**config.mk**
```make
export PLATFORM = sky130hd
export DESIGN_NAME = if_fetch_flat
export DESIGN_NICKNAME = d
export VERILOG_FILES = /design/src/rtl/if_fetch_pkg.sv /design/src/rtl/if_fetch_if.sv /design/src/rtl/if_fetch_id_reg.sv /design/src/rtl/if_fetch.sv /design/src/flat_wrapper.sv
export SDC_FILE = /design/constraint.sdc
export NUM_CORES = 1
export LEC_CHECK = 0
export ABC_AREA = 0
export BUFFER_PORTS_ARGS = -buffer_cell sky130_fd_sc_hd__buf_2
export CORE_UTILIZATION = 48
export DETAILED_ROUTE_END_ITERATION = 10
export GPL_TIMING_DRIVEN = 0
export PLACE_DENSITY_LB_ADDON = 0.05
export SYNTH_ARGS = -nofsm -noshare
export SYNTH_HDL_FRONTEND = slang
export SYNTH_SLANG_ARGS = --single-unit
```
**constraint.sdc**
```tcl
create_clock -name clk -period 1.84 [get_ports clk]
set_input_delay 0.368 -clock clk [delete_from_list [all_inputs] [get_ports clk]]
set_output_delay 0.368 -clock clk [all_outputs]
set_load 0.05 [all_outputs]
```
**src/rtl/if_fetch_pkg.sv**
```systemverilog
// Shared types and constants for the instruction-fetch stage.
// Covers the fetch FSM encoding, the {pc, inst} word type and the reset level.
package if_fetch_pkg;

    localparam logic [31:0] ZERO_WORD  = 32'h0000_0000;
    localparam logic        RST_ENABLE = 1'b0;

    typedef logic [31:0] inst_addr_t;
    typedef logic [31:0] inst_t;

    typedef enum logic [1:0] {
        FETCH_IDLE = 2'd0,
        FETCH_REQ  = 2'd1,
        FETCH_HOLD = 2'd2
    } fetch_state_e;

    typedef struct packed {
        inst_addr_t pc;
        inst_t      inst;
    } fetch_word_t;

endpackage

```
**src/rtl/if_fetch_if.sv**
```systemverilog
// Instruction-memory request/acknowledge bus between the fetch stage and memory.
// The master issues req/addr; the slave answers with ack and rdata in the same cycle.
interface if_fetch_if;
    logic        req;
    logic [31:0] addr;
    logic        ack;
    logic [31:0] rdata;

    modport master (output req, output addr, input ack, input rdata);
    modport slave  (input req, input addr, output ack, output rdata);
endinterface

```
**src/rtl/if_fetch_id_reg.sv**
```systemverilog
// IF/ID pipeline register.
// Flush clears everything; stall freezes it; otherwise it loads a word or becomes a NOP.
module if_id_reg
    import if_fetch_pkg::*;
(
    input  logic        clk,
    input  logic        rst,
    input  logic        stall_i,
    input  logic        flush_i,
    input  logic        load_i,
    input  fetch_word_t load_word_i,
    output inst_addr_t  id_pc_o,
    output inst_t       id_inst_o,
    output logic        id_valid_o
);

    inst_addr_t pc_q,    pc_d;
    inst_t      inst_q,  inst_d;
    logic       valid_q, valid_d;

    always_comb begin
        pc_d    = pc_q;
        inst_d  = inst_q;
        valid_d = valid_q;
        if (flush_i) begin
            pc_d    = ZERO_WORD;
            inst_d  = ZERO_WORD;
            valid_d = 1'b0;
        end else if (!stall_i) begin
            if (load_i) begin
                pc_d    = load_word_i.pc;
                inst_d  = load_word_i.inst;
                valid_d = 1'b1;
            end else begin
                // Bubble: pc is left as-is so decode still sees the last address.
                inst_d  = ZERO_WORD;
                valid_d = 1'b0;
            end
        end
    end

    always_ff @(posedge clk) begin
        if (rst == RST_ENABLE) begin
            pc_q    <= ZERO_WORD;
            inst_q  <= ZERO_WORD;
            valid_q <= 1'b0;
        end else begin
            pc_q    <= pc_d;
            inst_q  <= inst_d;
            valid_q <= valid_d;
        end
    end

    assign id_pc_o    = pc_q;
    assign id_inst_o  = inst_q;
    assign id_valid_o = valid_q;

endmodule

```
**src/rtl/if_fetch.sv**
```systemverilog
// Instruction-fetch stage: PC, single-outstanding fetch FSM, stall buffer and flush/redirect.
// Feeds the IF/ID register that drives the decode stage.
module if_fetch
    import if_fetch_pkg::*;
#(
    parameter logic [31:0] PC_RESET = 32'h0000_0000,
    parameter logic [31:0] PC_STEP  = 32'd4
) (
    input  logic          clk,
    input  logic          rst,
    input  logic          stall_i,
    input  logic          flush_i,
    input  logic [31:0]   new_pc_i,
    if_fetch_if.master    imem,
    output logic [31:0]   id_pc_o,
    output logic [31:0]   id_inst_o,
    output logic          id_valid_o
);

    fetch_state_e state_q, state_d;
    inst_addr_t   pc_q, pc_d;
    inst_addr_t   redirect_q, redirect_d;
    logic         drop_q, drop_d;
    fetch_word_t  buf_q, buf_d;
    logic         load;
    fetch_word_t  load_word;

    assign imem.req  = (state_q == FETCH_REQ);
    assign imem.addr = pc_q;

    always_comb begin
        state_d    = state_q;
        pc_d       = pc_q;
        redirect_d = redirect_q;
        drop_d     = drop_q;
        buf_d      = buf_q;
        load       = 1'b0;
        load_word  = buf_q;

        unique case (state_q)
            FETCH_IDLE: state_d = FETCH_REQ;
            FETCH_REQ: begin
                if (imem.ack) begin
                    if (drop_q) begin
                        // Stale word from before a flush: swallow it and fetch the target.
                        drop_d = 1'b0;
                        pc_d   = redirect_q;
                    end else begin
                        pc_d = pc_q + PC_STEP;
                        if (!stall_i) begin
                            load      = 1'b1;
                            load_word = '{pc: pc_q, inst: imem.rdata};
                            state_d   = FETCH_IDLE;
                        end else begin
                            buf_d   = '{pc: pc_q, inst: imem.rdata};
                            state_d = FETCH_HOLD;
                        end
                    end
                end
            end
            FETCH_HOLD: begin
                if (!stall_i) begin
                    load      = 1'b1;
                    load_word = buf_q;
                    state_d   = FETCH_REQ;
                end
            end
            default: state_d = FETCH_IDLE;
        endcase

        if (flush_i) begin
            load    = 1'b0;
            buf_d   = '0;
            state_d = (state_q == FETCH_IDLE) ? FETCH_IDLE : FETCH_REQ;
            if (state_q == FETCH_REQ && !imem.ack) begin
                // Request is still open: keep its address on the bus, park the target.
                drop_d     = 1'b1;
                redirect_d = new_pc_i;
                pc_d       = pc_q;
            end else begin
                drop_d = 1'b0;
                pc_d   = new_pc_i;
            end
        end
    end

    always_ff @(posedge clk) begin
        if (rst == RST_ENABLE) begin
            state_q    <= FETCH_IDLE;
            pc_q       <= PC_RESET;
            redirect_q <= ZERO_WORD;
            drop_q     <= 1'b0;
            buf_q      <= '0;
        end else begin
            state_q    <= state_d;
            pc_q       <= pc_d;
            redirect_q <= redirect_d;
            drop_q     <= drop_d;
            buf_q      <= buf_d;
        end
    end

    if_id_reg u_if_id_reg (
        .clk         (clk),
        .rst         (rst),
        .stall_i     (stall_i),
        .flush_i     (flush_i),
        .load_i      (load),
        .load_word_i (load_word),
        .id_pc_o     (id_pc_o),
        .id_inst_o   (id_inst_o),
        .id_valid_o  (id_valid_o)
    );

endmodule

```
**src/flat_wrapper.sv**
```systemverilog
// flat-port wrapper written by rule: the top's interface ports become plain ports
module if_fetch_flat import if_fetch_pkg::*;
#(
    parameter logic [31:0] PC_RESET = 32'h0000_0000,
    parameter logic [31:0] PC_STEP  = 32'd4
)
  (clk, rst, stall_i, flush_i, new_pc_i, id_pc_o, id_inst_o, id_valid_o, imem_req, imem_addr, imem_ack, imem_rdata);
  if_fetch_if imem_i ();
  input  logic clk;
  input  logic rst;
  input  logic stall_i;
  input  logic flush_i;
  input  logic [31:0] new_pc_i;
  output logic [31:0] id_pc_o;
  output logic [31:0] id_inst_o;
  output logic id_valid_o;
  output wire logic [$bits(imem_i.req)-1:0] imem_req;
  output wire logic [$bits(imem_i.addr)-1:0] imem_addr;
  input wire logic [$bits(imem_i.ack)-1:0] imem_ack;
  input wire logic [$bits(imem_i.rdata)-1:0] imem_rdata;
  assign imem_req = imem_i.req;
  assign imem_addr = imem_i.addr;
  assign imem_i.ack = imem_ack;
  assign imem_i.rdata = imem_rdata;
  if_fetch #(.PC_RESET(PC_RESET), .PC_STEP(PC_STEP)) u_core (.clk(clk), .rst(rst), .stall_i(stall_i), .flush_i(flush_i), .new_pc_i(new_pc_i), .imem(imem_i), .id_pc_o(id_pc_o), .id_inst_o(id_inst_o), .id_valid_o(id_valid_o));
endmodule
```
==> metrics.sh, run 1 <==
DESIGN.FINAL.NETS=1394
SYNTH_EDF_COUNT=0
GRT_USAGE=0.287
RUN_STATUS='complete, but fails checks'
FINAL_PERIOD_MINUS_WORST_SETUP_SLACK_NS=1.90
END_OF_FLOW_CORE_UTILIZATION=0.636
DRV.MAX_CAP_VIOLATION_COUNT=0
NUM_ANTENNA_CELLS=0
DETAIL-ROUTE-ANTENNA-NETS=0
WORSTREGTOREGCELLS=9
CP_MAX_FO=6
CRITPATHKIND='reg -> reg'
SYNTH_TOP_AREA_SHARE=0.444
FLOORPLAN.IO_PINS=167
SYNTHESIS.AREA_PER_INSTANCE_SQ_UM=7.93
WORST_SETUP_PATH_END_KIND='register'
TIMING.HOLD.WORST.CLASS='in -> reg'
POST-LAYOUT-TOTAL-POWER_mW=9.59
DOMINANT_SYNTHESIZED_FLOP_CELL='dfxtp_1'
DRT_ITER0_DRC=804
SYNTH_SEQ_CELLS=196
MET2WIRELENGTH_MM=12.2
SYNTHCELLS=1114
REMAINING_ROUTING_DRC_VIOLATIONS=0
WL_PER_CELL_UM=17.9
FIRST_PASS_ITERS=7
VIOLATIONS='negative setup slack'
SETUP_VIOL=20
GR-TOTAL-OVERFLOW=0
CRIT_REQUIRED_NS=2.17
HTREE_NUM_LEVELS=4
FINALHOLDVIOLATIONS=0
CTS-BUFFERS-INSERTED=17
IO_BUFFERS=165
HIGHEST_LAYER='met4'
HOLD_CRIT_DEPTH=3
FRACTION_OF_FINAL_LAYOUT_CELLS_SIZED_BEYOND_DRIVE_STRENGTH_1=0.302
ROUTED_WL_MM=28.0
CLK_TRANSITION_REPORTED_PATHS_NS=0.08
NETLIST_TOP_CELLS_COUNT='305 x nand2_1, 196 x dfxtp_1, 92 x a21oi_1, 84 x nor2_1, 74 x clkbuf_1'
SYNTH_SEQUENTIAL_AREA_RATIO=0.444
ROUTE.VIAS.TOTAL=8809
POST_SYNTH_MAIN_AREA_CONTRIBUTORS='dfxtp_1 44%, nand2_1 13%, a21oi_1 5.2%'
RSZ0062_AT_GRT='true'
SYNTH.MOST_COMMON_CELL='nand2_1'
DESIGN.CORE.AREA_SQ_MM=0.0180
SYNTHDOMINANTAREACELLTYPE='dfxtp_1'
SYNTH_WARNINGS=0
TRITONCTS_CLOCK_TREE='yes'
GRT_PASS1_WL_MM=41.5
CRITPATHARRIVALTIME_NS=2.23
MAXIMUM_NUMBER_OF_PINS_ON_ONE_NET_BEFORE_GLOBAL_ROUTE_REPAIR=19
SYNTH_ASYNC_SR_FLOP_SHARE=0
DIE-HEIGHT_UM=138
FMAXACHIEVABLE_GHz=0.526
DESIGN.DIE.AREA_SQ_MM=0.0189
FINAL.FILL_COUNT=1675
FINAL-MAX-SLEW-VIOLATION-COUNT=0
IR_WORST_VDD_mV=0.636
INITIAL_ANTENNA_VIOLATION_COUNT=0
SYNTHESIS.AREA_SQ_MM=0.00883
SYN_NETS=1188
DETAILROUTE.WIRELENGTH.MET3_MM=2.11
CTS.SINK_COUNT=196
SYN2LAYOUT_AREA_GROWTH_PCT=29.8
HOLDBUFCOUNTCTS=0
RELSLEWSLACK=0.518
WIRELENGTH_MET1_MM=13.1
SYNTH.LIB_CELLS_USED.DISTINCT=52
DIE-WIDTH_UM=138
CLK_PATH_BUF_DEPTH=2
FIRST_GLOBAL_VIAS=7732
START_UTIL=0.490
CTS-ROOT-BUF='clkbuf_16'
FINALCLOCKSKEW_NS=0.0113
TIGHTEST_SLEW_NS=0.723
FINAL.SETUP.WORST_SLACK_NS=-0.0605
DPL.HPWL_MM=19.4
WORST_SETUP_PATH_START_KIND='register'
POWER.DENSITY_mW_PER_MM2=837
P_LEAK_nW=4.35
VIA_PER_INST=5.64
FINAL.PERIOD_UTILIZATION=1.03
CLK-INSERTION-DELAY-LATE_NS=0.44
ROW_COUNT=49
GPL.FINAL_WEIGHTED_CONGESTION=0.914
-- where the power goes --
group | switching (mW) | leakage (nW) | internal [mW] | total [mW]
sequential | 0.184 | 1.60 | 4.34 | 4.53
combinational | 0.888 | 2.47 | 0.470 | 1.36
clock | 1.79 | 0.279 | 1.91 | 3.70
-- path summary, 6_finish.rpt --
check | start | endpoint | slack (ns)
max | u_core.state_q[1]$_SDFFE_PN0P_ | u_core.u_if_id_reg.id_inst_o[17]$_SDFFE_PP0N_ | -0.06
min | imem_rdata[7] | u_core.buf_q[7]$_SDFFE_PP0P_ | 0.16
max reg2reg | u_core.state_q[1]$_SDFFE_PN0P_ | u_core.u_if_id_reg.id_inst_o[17]$_SDFFE_PP0N_ | -0.06
min reg2reg | u_core.buf_q[15]$_SDFFE_PP0P_ | u_core.buf_q[15]$_SDFFE_PP0P_ | 0.46
-- cells in the final DEF (no fill, tap or decap), types with 17 or more instances in the layout --
master,instances
a21boi_0,36
a21oi_1,91
a22oi_1,18
a311oi_1,29
buf_2,170
buf_4,33
clkbuf_1,26
clkbuf_16,22
clkbuf_2,24
dfxtp_1,170
mux2_2,23
nand2_1,303
nand3_1,18
nor2_1,78
o211ai_1,17
o21ai_0,35
-- worst max-delay path, cell delays in order (launching register included) --
cell       delay (ns)
dfxtp_4          0.36
inv_4            0.06
ha_4             0.18
and3b_2          0.24
buf_6            0.12
buf_12           0.14
clkbuf_16        0.15
mux2_2           0.33
a22oi_1          0.14
nor2_1           0.06
-- registers in the layout, indices dropped and copies added (netlist names) --
name                           count
u_core.buf_q                      64
u_core.drop_q                      1
u_core.imem.addr                  32
u_core.redirect_q                 32
u_core.state_q                     2
u_core.u_if_id_reg.id_inst_o      32
u_core.u_if_id_reg.id_pc_o        32
u_core.u_if_id_reg.id_valid_o      1
-- kinds of logic (layout without fill, tap and decap cells) --
kind of cell	after synthesis	in the layout	share of synthesized area
mux	40	40	0.0500
buf+inv	108	327	0.0496
flops	196	196	0.444
simple gates	471	471	0.228
xor+xnor	10	10	0.00992
compound gates	284	284	0.211
fa+ha+maj	5	5	0.00709
-- timing repair --
action	CTS	global route
setup buffers	14	15
resized for setup	81	107
pin swaps	20	11
endpoints found under the setup margin	185	181
cloned	2	5
-- per-layer routing --
| layer | vias to the layer above | track usage |
|---|---|---|
| li1 | 4286 | - |
| met1 | 4104 | 0.423 |
| met2 | 371 | 0.423 |
| met3 | 48 | 0.0464 |
| met4 | 0 | 0.0928 |
| met5 | - | 0 |
-- layout make-up --
cell class	instances	area, sq um	share of cell area
Inverter	6	25.0	0.00218
Timing Repair Buffer	199	1210	0.106
Multi-Input combinational cell	810	4770	0.416
Buffer	90	607	0.0530
Tap cell	229	287	0.0250
Sequential cell	196	3990	0.348
Clock inverter	14	144	0.0126
Clock buffer	18	429	0.0375
-- metrics by stage --
stage	hold WS (ns)	setup slack, ns	cell area, sq um	TNS (ns)	std cells
global placement	0.440	-0.513	10100	-61.00	1508
global route	0.160	-0.137	11500	-5.04	1562
detailed placement	0.445	-0.496	10100	-59.26	1508
floorplan	0.434	-0.128	8980	-7.62	1114
CTS	0.157	-0.0495	11000	-0.459	1547
finish	0.164	-0.0605	11500	-0.533	1562
(Power assumes the default switching activity.)
==> run 2, diff against run 1 <==
ABC_AREA = 1   (was 0)
==> run 2 against run 1 <==
Hold slack gained 0.022 ns. Critical path type unchanged. Fmax grew 8.9%. The run now ends clean. Clock skew grew 0.0028 ns. Via count grew 1.6%.
==> metrics.sh, run 2 <==
R2R-START='u_core.state_q[1]$_SDFFE_PN0P_'
P_LEAK_nW=4.41  # +1.3%
DESIGN.CORE.AREA_SQ_MM=0.0188  # +4.1%
SYN2LAYOUT_AREA_GROWTH_PCT=19.7
NETLIST_TOP_CELLS_COUNT='360 x nand2_1, 196 x dfxtp_1, 120 x nor2_1, 107 x o21ai_0, 102 x a21oi_1'
FMAXACHIEVABLE_GHz=0.573  # +8.9%
DRT_ITER0_DRC=564  # -30%
SYNTH_ASYNC_SR_FLOP_SHARE=0  # unchanged
FIRST_GLOBAL_VIAS=8407  # +8.7%
WORST_SETUP_PATH_START_KIND='register'
HTREE_NUM_LEVELS=4  # unchanged
MAIN_COMBINATIONAL_CELL_FAMILY_BY_AREA_AFTER_SYNTHESIS='simple AND/OR/NAND/NOR gates'
CTS-ROOT-BUF='clkbuf_16'
SYNTH.MOST_COMMON_CELL='nand2_1'
CTS.SINK_COUNT=196  # unchanged
WORST_HOLD_MARGIN_NS=0.186  # +0.0223 ns
ROW_COUNT=50  # +2.0%
CRITPATHTOPFAMILY='buffers and inverters'
POST_SYNTH_MAIN_AREA_CONTRIBUTORS='dfxtp_1 43%, nand2_1 15%, o21ai_0 5.8%'
SYNTH_MUX_AREA_FRAC=0  # -0.0500
SYNTH.LIB_CELLS_USED.DISTINCT=38  # -27%
FLOORPLAN.IO_PINS=167  # unchanged
VIA_PER_INST=5.20  # -7.8%
IO_BUFFERS=164  # -0.61%
LAYOUT.CELLS.MOST_COMMON='nand2_1'
DIE-HEIGHT_UM=141  # +2.1%
FINAL.FILL_COUNT=1883  # +12%
HOLD_START='imem_rdata[5]'
RSZ0062_AT_GRT='true'
SYNTH_SEQUENTIAL_AREA_RATIO=0.426  # -0.0186
DETAIL-ROUTE-ANTENNA-NETS=0  # unchanged
WORST_SETUP_PATH_END_KIND='register'
TIMING.REG2REG.SETUP_SLACK_NS=0.09  # +0.15 ns
CP_MAX_FO=10  # +4
CLK_TRANSITION_REPORTED_PATHS_NS=0.07  # about the same
SYN_NETS=1364  # +15%
MAXIMUM_NUMBER_OF_PINS_ON_ONE_NET_BEFORE_GLOBAL_ROUTE_REPAIR=19  # unchanged
GRT_USAGE=0.279  # -0.00841
SYNTHESIS.AREA_PER_INSTANCE_SQ_UM=7.14  # -9.9%
CLK_PATH_BUF_DEPTH=2  # unchanged
GR-TOTAL-OVERFLOW=0  # unchanged
DESIGN.FINAL.NETS=1549  # +11%
HOLD_CRIT_DEPTH=3  # unchanged
DRV.MAX_CAP_VIOLATION_COUNT=0  # unchanged
CRITPATHARRIVALTIME_NS=2.07  # -0.16 ns
IR_WORST_VDD_mV=0.660  # +3.7%
SYNTH_EDF_COUNT=0  # unchanged
SYNTHCELLS=1290  # +16%
ROUTED_WL_MM=26.7  # -4.5%
GRT_PASS1_WL_MM=43.2  # +4.2%
DPL_WORST_SLACK_NS=-0.260  # +0.236 ns
STDCELL_COUNT=1722  # +10%
RELSLEWSLACK=0.614  # +0.0961
GPL.FINAL_WEIGHTED_CONGESTION=0.921  # +0.72%
END_OF_FLOW_CORE_UTILIZATION=0.588  # -0.0481
MIN_DELAY_WORST_ENDPOINT='u_core.buf_q[5]$_SDFFE_PP0P_'
CP_SLOWEST_STAGE_DELAY_NS=0.34  # -0.02 ns
WORSTREGTOREGCELLS=8  # -1
HOLDBUFCOUNTCTS=0  # unchanged
SYNTH_SEQ_CELLS=196  # unchanged
SYNTH_FA_HA_AREA_FRAC=0.00679  # -0.000296
START_UTIL=0.491  # +0.00113
FINAL.SETUP.WORST_SLACK_NS=0.0943  # +0.155 ns
MOSTFREQUENTLAYOUTCELLS='360 x nand2_1, 192 x dfxtp_1, 183 x buf_2, 118 x nor2_1, 107 x o21ai_0'
POST_SYNTH_AND_OR_NAND_NOR_AREA_FRACTION=0.258  # +0.0300
CRIT_REQUIRED_NS=2.16  # about the same
CRITPATHKIND='reg -> reg'
INITIAL_ANTENNA_VIOLATION_COUNT=0  # unchanged
SYNTHESIS.AREA_SQ_MM=0.00922  # +4.4%
SYNTH_TOP_AREA_SHARE=0.426  # -0.0186
CTS-BUFFERS-INSERTED=17  # unchanged
SYNTH-XOR-AREA-SHARE=0.00380  # -0.00612
LARGEST_REGISTER='u_core.buf_q'
DPL.HPWL_MM=20.3  # +4.5%
SYNTH_WARNINGS=0  # unchanged
DPL.CELL_COUNT=1688  # +12%
CRITICAL_PATH_BUF_INV_COUNT=4  # unchanged
DESIGN.DIE.AREA_SQ_MM=0.0198  # +4.3%
SYNTHDOMINANTAREACELLTYPE='dfxtp_1'
NUM_ANTENNA_CELLS=0  # unchanged
FIRST_PASS_ITERS=5  # -2
TIMING.HOLD.WORST.CLASS='in -> reg'
LARGEST_REGISTER_FFS=64  # unchanged
CLK-INSERTION-DELAY-LATE_NS=0.44  # about the same
TIGHTEST_SLEW_NS=0.579  # -0.144 ns
TIMING.CRITICAL_PATH.CELLS='inv_1 > ha_2 > buf_6 > nand2_8 > nor2_4 > buf_8 > buf_4 > a211oi_2'
DOMINANT_SYNTHESIZED_FLOP_CELL='dfxtp_1'
DIE-WIDTH_UM=141  # +2.1%
TRITONCTS_CLOCK_TREE='yes'
RUN_STATUS='complete, no violations'
REMAINING_ROUTING_DRC_VIOLATIONS=0  # unchanged
FINALCLOCKSKEW_NS=0.0141  # +0.00282 ns
FRACTION_OF_FINAL_LAYOUT_CELLS_SIZED_BEYOND_DRIVE_STRENGTH_1=0.208  # -0.0947
FINAL.PERIOD_UTILIZATION=0.949  # -0.0841
FINALHOLDVIOLATIONS=0  # unchanged
SETUP_VIOL=0  # -100%
ROUTE.VIAS.TOTAL=8952  # +1.6%
FINAL_PERIOD_MINUS_WORST_SETUP_SLACK_NS=1.75  # -0.155 ns
POST-LAYOUT-TOTAL-POWER_mW=9.70  # +1.2%
SYNTH_COMPOUND_AREA_FRAC=0.217  # +0.00557
CRITICAL_PATH.REG2REG.ENDPOINT='u_core.buf_q[30]$_SDFFE_PP0P_'
FINAL-MAX-SLEW-VIOLATION-COUNT=0  # unchanged
CRITPATHSLOWESTCELL='dfxtp_2'
POWER.DENSITY_mW_PER_MM2=879  # +5.1%
WL_PER_CELL_UM=15.5  # -13%
## run 2: layout make-up
class / count / area [sq um] / area share
clock inverter: 14 / 174 / 0.0158
buffer: 89 / 537 / 0.0487
timing repair buffer: 167 / 843 / 0.0765
tap: 234 / 293 / 0.0265
multi-input combinational: 913 / 4480 / 0.406
inverter: 91 / 345 / 0.0313
clock buffer: 18 / 429 / 0.0389
sequential: 196 / 3930 / 0.356
## run 2: routing by layer
layer | vias up | GRT usage | wire (um) | share of wire
met5 | - | 0 | 0 | 0
met4 | 0 | 0.114 | 762 | 0.029
met3 | 47 | 0.0489 | 1220 | 0.046
met2 | 247 | 0.466 | 12300 | 0.46
met1 | 4012 | 0.357 | 12400 | 0.46
li1 | 4646 | - | - | -
## run 2: power by group
group | switching [mW] | internal (mW)
logic | 0.972 | 0.389
clock network | 1.76 | 2.05
registers | 0.163 | 4.36
## run 2: repair_timing
action,CTS,global route
gates resized for setup,12,29
setup buffers,1,2
pin swaps,1,2
setup endpoints to repair,135,171
## run 2: kinds of logic after synthesis
group	Yosys count
AND/OR/NAND/NOR	571
AO/OA/AOI/OAI	333
flip-flops	196
buffers and inverters	181
adder cells (fa/ha/maj)	5
XOR/XNOR	4
## run 2: metrics by stage
step	area [sq um]	setup TNS, ns
5_1_grt	11000	-0.0535
6_report	11000	0
3_5_place_dp	10300	-16.34
2_1_floorplan	9220	0
4_1_cts	11000	0
3_3_place_gp	10300	-17.22
## run 2: worst register-to-register path, cell delays in order (launching register included)
cell	delay [ns]
dfxtp_2	0.34
inv_1	0.08
ha_2	0.21
buf_6	0.17
nand2_8	0.10
nor2_4	0.24
buf_8	0.19
buf_4	0.22
a211oi_2	0.09
## run 2: worst max-delay path by stage
| stage | start | to | slack (ns) | cells past startpoint |
|---|---|---|---|---|
| 2_1_floorplan | u_core.state_q[1]$_SDFFE_PN0P_ | u_core.imem.addr[27]$_SDFFE_PN0P_ | 0.03 | 9 |
| 3_3_place_gp | u_core.state_q[1]$_SDFFE_PN0P_ | u_core.buf_q[41]$_SDFFE_PP0P_ | -0.28 | 8 |
| 3_5_place_dp | u_core.state_q[1]$_SDFFE_PN0P_ | u_core.buf_q[40]$_SDFFE_PP0P_ | -0.26 | 8 |
| 4_1_cts | u_core.state_q[1]$_SDFFE_PN0P_ | u_core.imem.addr[18]$_SDFFE_PN0P_ | 0.02 | 9 |
| 5_1_grt | u_core.state_q[1]$_SDFFE_PN0P_ | u_core.buf_q[1]$_SDFFE_PP0P_ | -0.02 | 8 |
| 6_report | u_core.state_q[1]$_SDFFE_PN0P_ | u_core.buf_q[30]$_SDFFE_PP0P_ | 0.09 | 8 |
